**src/rtl/ifetch_pkg.sv**
```systemverilog
// Shared definitions for the instruction-fetch stage: FSM encoding, opcode field
// position, reset address and the all-zero NOP word.
package ifetch_pkg;

  typedef enum logic [1:0] {
    S_IDLE  = 2'd0,
    S_FETCH = 2'd1,
    S_VALID = 2'd2,
    S_DRAIN = 2'd3
  } fetch_state_t;

  localparam int          OPCODE_MSB       = 31;
  localparam int          OPCODE_LSB       = 26;
  localparam logic [31:0] DEFAULT_RESET_PC = 32'h0000_0000;
  localparam logic [31:0] NOP_WORD         = 32'h0000_0000;

endpackage

```
**src/rtl/ifetch_unit_sat_counter.sv**
```systemverilog
// Width-parameterised saturating event counter; sticks at all-ones and is cleared
// only by reset.
module sat_counter #(
  parameter int WIDTH = 16
) (
  input  logic             clk,
  input  logic             rst_n,
  input  logic             inc,
  output logic [WIDTH-1:0] count
);

  logic [WIDTH-1:0] count_reg;

  always_ff @(posedge clk or negedge rst_n) begin
    if (!rst_n) begin
      count_reg <= '0;
    end else if (inc && (count_reg != '1)) begin
      count_reg <= count_reg + WIDTH'(1);
    end
  end

  assign count = count_reg;

endmodule

```
**src/rtl/ifetch_unit.sv**
```systemverilog
// Instruction-fetch stage: owns the PC, issues ready-handshaked I-cache reads,
// holds the fetched word for the decoder and discards responses made stale by redirects.
module ifetch_unit
  import ifetch_pkg::*;
#(
  parameter int                ADDR_W   = 32,
  parameter logic [ADDR_W-1:0] RESET_PC = ADDR_W'(DEFAULT_RESET_PC),
  parameter int                CNT_W    = 16
) (
  input  logic              clk,
  input  logic              rst_n,
  output logic              icache_req,
  output logic [ADDR_W-1:0] icache_addr,
  input  logic              icache_ready,
  input  logic [31:0]       icache_rdata,
  input  logic              stall,
  input  logic              redirect_valid,
  input  logic [ADDR_W-1:0] redirect_pc,
  output logic [31:0]       instr,
  output logic [5:0]        opCode,
  output logic              instr_valid,
  output logic [ADDR_W-1:0] pc,
  output logic [ADDR_W-1:0] pc_plus4,
  output logic [CNT_W-1:0]  fetch_wait_cnt
);

  fetch_state_t      state_reg, state_next;
  logic [ADDR_W-1:0] pc_reg, pc_next;
  logic [ADDR_W-1:0] pend_pc_reg, pend_pc_next;
  logic [31:0]       instr_reg, instr_next;
  logic              valid_reg, valid_next;
  logic              req_reg, req_next;
  logic              ack;
  logic [ADDR_W-1:0] redirect_aligned;

  // A response only counts while our own request is on the bus.
  assign ack              = req_reg & icache_ready;
  assign redirect_aligned = redirect_pc & ~ADDR_W'(3);

  always_ff @(posedge clk or negedge rst_n) begin
    if (!rst_n) begin
      state_reg   <= S_IDLE;
      pc_reg      <= RESET_PC & ~ADDR_W'(3);
      pend_pc_reg <= '0;
      instr_reg   <= NOP_WORD;
      valid_reg   <= 1'b0;
      req_reg     <= 1'b0;
    end else begin
      state_reg   <= state_next;
      pc_reg      <= pc_next;
      pend_pc_reg <= pend_pc_next;
      instr_reg   <= instr_next;
      valid_reg   <= valid_next;
      req_reg     <= req_next;
    end
  end

  always_comb begin
    state_next   = state_reg;
    pc_next      = pc_reg;
    pend_pc_next = pend_pc_reg;
    instr_next   = instr_reg;
    valid_next   = valid_reg;
    req_next     = 1'b0;
    case (state_reg)
      S_IDLE: state_next = S_FETCH;
      S_FETCH: begin
        if (ack) begin
          if (redirect_valid) begin
            pc_next = redirect_aligned;
          end else begin
            instr_next = icache_rdata;
            valid_next = 1'b1;
            state_next = S_VALID;
          end
        end else if (redirect_valid) begin
          req_next = 1'b1;
          // Nothing in flight yet: retarget directly instead of draining.
          if (req_reg) begin
            pend_pc_next = redirect_aligned;
            state_next   = S_DRAIN;
          end else begin
            pc_next = redirect_aligned;
          end
        end else begin
          req_next = 1'b1;
        end
      end
      S_DRAIN: begin
        if (ack) begin
          pc_next      = redirect_valid ? redirect_aligned : pend_pc_reg;
          pend_pc_next = '0;
          state_next   = S_FETCH;
        end else begin
          req_next = 1'b1;
          if (redirect_valid) pend_pc_next = redirect_aligned;
        end
      end
      S_VALID: begin
        if (redirect_valid) begin
          pc_next    = redirect_aligned;
          valid_next = 1'b0;
          state_next = S_FETCH;
        end else if (!stall) begin
          pc_next    = pc_reg + ADDR_W'(4);
          valid_next = 1'b0;
          state_next = S_FETCH;
        end
      end
      default: state_next = S_IDLE;
    endcase
  end

  sat_counter #(.WIDTH(CNT_W)) u_wait_cnt (
    .clk   (clk),
    .rst_n (rst_n),
    .inc   (req_reg & ~icache_ready),
    .count (fetch_wait_cnt)
  );

  assign icache_req  = req_reg;
  assign icache_addr = pc_reg;
  assign instr       = instr_reg;
  assign opCode      = instr_reg[OPCODE_MSB:OPCODE_LSB];
  assign instr_valid = valid_reg;
  assign pc          = pc_reg;
  assign pc_plus4    = pc_reg + ADDR_W'(4);

endmodule

```
**config.mk**
```make
export PLATFORM = sky130hd
export DESIGN_NAME = ifetch_unit
export DESIGN_NICKNAME = d
export VERILOG_FILES = /design/src/rtl/ifetch_pkg.sv /design/src/rtl/ifetch_unit_sat_counter.sv /design/src/rtl/ifetch_unit.sv
export SDC_FILE = /design/constraint.sdc
export NUM_CORES = 1
export LEC_CHECK = 0
export ABC_AREA = 1
export BUFFER_PORTS_ARGS = -buffer_cell sky130_fd_sc_hd__buf_2
export CORE_ASPECT_RATIO = 1.75
export CORE_MARGIN = 5
export CORE_UTILIZATION = 55
export CTS_CLUSTER_DIAMETER = 80
export CTS_CLUSTER_SIZE = 24
export DETAILED_ROUTE_END_ITERATION = 10
export GPL_TIMING_DRIVEN = 0
export PLACE_DENSITY_LB_ADDON = 0.25
export SLEW_MARGIN = 20
export SYNTH_ARGS = -nofsm -noshare
export SYNTH_HDL_FRONTEND = slang
export SYNTH_SLANG_ARGS = --single-unit
```
**constraint.sdc**
```tcl
create_clock -name clk -period 4.8 [get_ports clk]
set_clock_uncertainty 0.1 [all_clocks]
set_input_delay 0.96 -clock clk [delete_from_list [all_inputs] [get_ports clk]]
set_output_delay 0.96 -clock clk [all_outputs]
set_load 0.02 [all_outputs]
```
== Yosys cells after proc, flatten, opt, wreduce, memory -nomap -nowiden ==
Index checks and enable logic that the tools add are counted.
Widths: inputs -> output; s select.

* Bits in registers: 116
* Bits of input ports: 69
* Output and inout port bits: 152

* Add/subtract/negate cells: 2
* Equality and inequality tests: 15
* Multiplexer cells: 29
* Bitwise operators: 4
* Reduce and logical (&&, ||, !) cells: 11

{| class="wikitable"
|+ Operator list
! operator !! count
|-
| $mux 32 || 12
|-
| $pmux 32 s3 || 1
|-
| $pmux 32 s2 || 1
|-
| $add 32x3->32 const B || 1
|-
| $add 16x1->16 const B || 1
|-
| $ne 16x16->1 const B || 1
|-
| $ne 3x3->1 const B || 5
|-
| $mux 2 || 7
|-
| $ne 2x2->1 const B || 6
|-
| $reduce_and 5->1 || 2
|-
| $pmux 2 s4 || 1
|-
| $reduce_and 4->1 || 2
|-
| $mux 1 || 6
|-
| $eq 2x2->1 const B || 2
|-
| $reduce_bool 2->1 || 2
|-
| $reduce_and 3->1 || 1
|-
| $reduce_bool 3->1 || 1
|-
| $and 1x1->1 || 2
|-
| $eq 2x1->1 const B || 1
|-
| $logic_not 2->1 || 1
|-
| $not 1->1 || 2
|-
| $pmux 1 s2 || 1
|-
| $reduce_or 2->1 || 1
|-
| $logic_and 1x1->1 || 1
|}

== Longest topological paths before layout ==
* Word-level depth: 4
* Mapped depth: 12

== Cells and area by module ==
Synthesis repeated with hierarchy kept, for this count alone.

* Cell total of the unflattened synthesis: 1119
* Area, all modules: 7460.9 um^2

{| class="wikitable"
|+ By module, submodules not included
! module !! instances !! cells each !! area an instance (um^2) !! sequential area each (um^2)
|-
| ifetch_unit || 1 || 970 || 6402.4 || 2502.4
|-
| sat_counter || 1 || 149 || 1058.5 || 400.4
|}

== Least setup slack after synthesis ==
Ideal clock, no wire load.

* Path kind: register -> output
* From: register pc_reg[3], in the netlist icache_addr[3]
* To: output pc_plus4[18]
* Data arrival time: 1583 ps
* Path slack: 2157 ps
* Stages on the path, launching flop included: 8
* Buffers on the path: 0
* Cell sequence: dfrtp_1 -> ha_1 -> nand2_1 -> nor2_2 -> nand2_2 -> nor2_2 -> or2_2 -> and2_1

* Word-level cells in the longest chain between the ends: 1

{| class="wikitable"
|+ Ends and longest elaborated chain
! what !! line !! text
|-
| start, declared || ifetch_unit.sv:28 || <nowiki>logic [ADDR_W-1:0] pc_reg, pc_next;</nowiki>
|-
| start signal, assigned || ifetch_unit.sv:43 || <nowiki>pc_reg <= RESET_PC & ~ADDR_W'(3);</nowiki>
|-
| start signal, assigned || ifetch_unit.sv:50 || <nowiki>pc_reg <= pc_next;</nowiki>
|-
| $add 32x3->32 || ifetch_unit.sv:127 || <nowiki>assign pc_plus4 = pc_reg + ADDR_W'(4);</nowiki>
|-
| end, declared || ifetch_unit.sv:23 || <nowiki>output logic [ADDR_W-1:0] pc_plus4,</nowiki>
|}

No other way between the ends.

== Final worst setup path ==
* From: register pc_reg[2], in the netlist icache_addr[2]
* To: output pc_plus4[30]

Same word-level chain as after synthesis.

==> flow_summary.yaml <==
run_status:
  status: "finished, final reports clean"
die:
  fp.dieH_microns: 166
  die_area_sq_um: 16500
  num_io_pins: 221
  start_util: 0.557
  fp.coreArea_sq_um: 13800
  rows: 57
  fp.dieW_microns: 99.2
clocking:
  cts_sinks: 116
  post_cts_buffers: 0
  clk_pin_slew_ns: 0.06
  cts.repair.resized: 0
  root_buffer: "clkbuf_16"
  clock_latency_ns: 0.42
  cts_buffers: 17
  cts_tree: "built"
  clk_path_buf_depth: 2
  htree_levels: 4
  holdBufCountCts: 0
layout:
  area_growth_pct: 24.9
  final_area_sq_um: 9570
  drive_gt1_frac: 0.332
  fin_nets: 1304
  num_antenna_cells: 0
  nFillCells: 1200
synthesis:
  synth_cells: 996
  synth.most_common_cell: "nand2_1"
  synth_edf_count: 0
  synth_nets: 1067
  synth_area_sq_um: 7660
  seq_area_frac_synth: 0.379
  async_reset_ff_frac: 1.00
  synthTopCellsByCount: "296 x nand2_1, 116 x dfrtp_1, 104 x inv_1"
  yosys_warnings: 0
  synthDistinctLibCells: 44
  post_synth.cell_area_avg_sq_um: 7.69
  yosys_most_used_dff: "dfrtp_1"
  yosysTopAreaCell: "dfrtp_1"
  yosys-top-cells-area: "dfrtp_1 38%, nand2_1 14%, mux2_4 5.9%"
  yosysTopAreaCellShare: 0.379
  ys_ff_latch: 116
grt:
  grt_antenna_before_repair: 0
  grt_pass1_wl_microns: 38700
  overflow: 0
  grt_usage: 0.295
  grt_busiest_layer: "met2"
  grt_pass1_vias: 7931
  grt_use_met1: 0.306
  grt_max_degree: 75
  grtUsageMet3: 0.0622
  met2_usage: 0.521
setup_path:
  cp.arrival_ns: 2.34
  cp-startpoint: "icache_addr[2]"
  worstRegToRegCells: 11
  start_kind: "flip-flop"
  worstSetupPathDepth: 8
  r2r_start: "icache_addr[2]"
  cpMostUsedCell: "nand2_1"
  end_kind: "primary output"
  path_max_fanout: 5
  path_cells: "ha_1, nand2_1, nor2_2, inv_1, nor2_1, nand3_1, nand2_1, buf_2"
  cp.required_ns: 3.74
  path_buf_inv: 2
  crit_type: "flip-flop to primary output"
  critPathSlowestCell: "dfrtp_1"
  crit_path_max_incr_delay_ns: 0.47
  crit_family: "simple AND/OR/NAND/NOR gates"
placed_design:
  numPortBuffers: 217
  place_area_sq_um: 9000
  hpwl_microns: 18500
  globalplace.congestion: 1.02
sta:
  rsz0062_at_grt: "false"
  slew_violations: 0
  setup_viol: 0
  max_freq_mhz: 294
  timing.setup.tns_ns: 0
  min_period_over_period: 0.709
  worst_pin_slew_ns: 0.688
  slew-limit-headroom: 0.541
  holdWs_ns: 0.369
  min_period_ns: 3.40
  hold_viol: 0
routing:
  antenna_violating_nets_post_route: 0
  wl_per_cell_microns: 16.7
  vias_per_cell: 5.30
  first_iter_violations: 532
  dr_total_vias: 7546
  dr.pass1.iters: 5
  wirelength_microns: 23700
  drc: 0
job:
  cap_viol_max_count: 0
power_and_ir_drop:
  finalPower_w: 0.00704
  leakagePower_nw: 5.00
  powerDensity_nw_per_um2: 735
  ir_worst_vdd_v: 0.000438
min_path:
  hold_path.class: "input pin to async pin"
[metrics by stage]
stage,util,setup WS (ns),cells
floorplan,-,2.16,996
global placement,0.652,1.20,1390
detailed placement,0.654,1.92,1391
CTS,0.695,1.47,1423
global route,0.695,1.28,1423
finish,0.695,1.40,1423
[worst reg2reg max path: cells and delay by family, from the launching register on]
family / cells / cell delay (ns)
adders and majority gates: 1 / 0.30
buffers and inverters: 1 / 0.12
AOI/OAI and AO/OA: 1 / 0.14
DFF: 1 / 0.47
and+or+nand+nor: 8 / 1.05
[layout by cell type (no fill, tap or decap), types with 6 or more instances in the layout]
| cell type | n |
|---|---|
| nor3_1 | 7 |
| nor2_1 | 89 |
| nand3_1 | 24 |
| a21oi_1 | 15 |
| dfrtp_1 | 116 |
| a22oi_1 | 13 |
| inv_2 | 6 |
| buf_2 | 228 |
| o22ai_1 | 21 |
| mux2_4 | 30 |
| clkbuf_16 | 17 |
| nor2_4 | 15 |
| nor2_2 | 14 |
| nand3b_1 | 7 |
| buf_4 | 45 |
| clkbuf_1 | 12 |
| a21oi_2 | 18 |
| o21ai_0 | 80 |
| nand2_1 | 296 |
| inv_1 | 104 |
| xor2_1 | 18 |
[final cells by class]
class                   instances  area (sq um)  area share
clock buffers                  18           439      0.0459
inverters                     111           422      0.0440
multi-input cells             691          3790       0.396
repair buffers                218          1120       0.117
plain buffers                  78           553      0.0578
well taps                     177           221      0.0231
clock inverters                14           129      0.0135
flip-flops and latches        116          2900       0.303
[per-layer routing]
metal	vias to the layer above	routed length, microns
li1	3636	-
met1	3435	8240
met2	376	12200
met3	99	1760
met4	0	1490
met5	-	0
[worst paths after layout]
path,to,slack [ns]
min in group clk,pend_pc_reg[6],0.39
worst max-delay path,pc_plus4[30],1.40
max in group asynchronous,icache_addr[8],3.49
worst min register to register,pend_pc_reg[6],0.39
worst min-delay path,u_wait_cnt.count[13],0.37
worst max register to register,icache_addr[30],2.54
[where the power goes]
| group | leakage, nW | switching, W | internal, W | total, W |
|---|---|---|---|---|
| registers | 1.40 | 0.000475 | 0.00142 | 0.00189 |
| clock network | 0.273 | 0.000499 | 0.000730 | 0.00123 |
| logic | 3.32 | 0.00243 | 0.00148 | 0.00391 |
[logic make-up after synthesis]
logic type | Yosys count | share of synthesized area
AND/OR/NAND/NOR | 469 | 0.270
buffers and inverters | 189 | 0.127
AO/OA/AOI/OAI | 167 | 0.135
flip-flops | 116 | 0.379
multiplexers | 32 | 0.0617
XOR/XNOR | 21 | 0.0240
adder cells (fa/ha/maj) | 2 | 0.00326
Note: power is estimated with default switching activity, not from simulation.
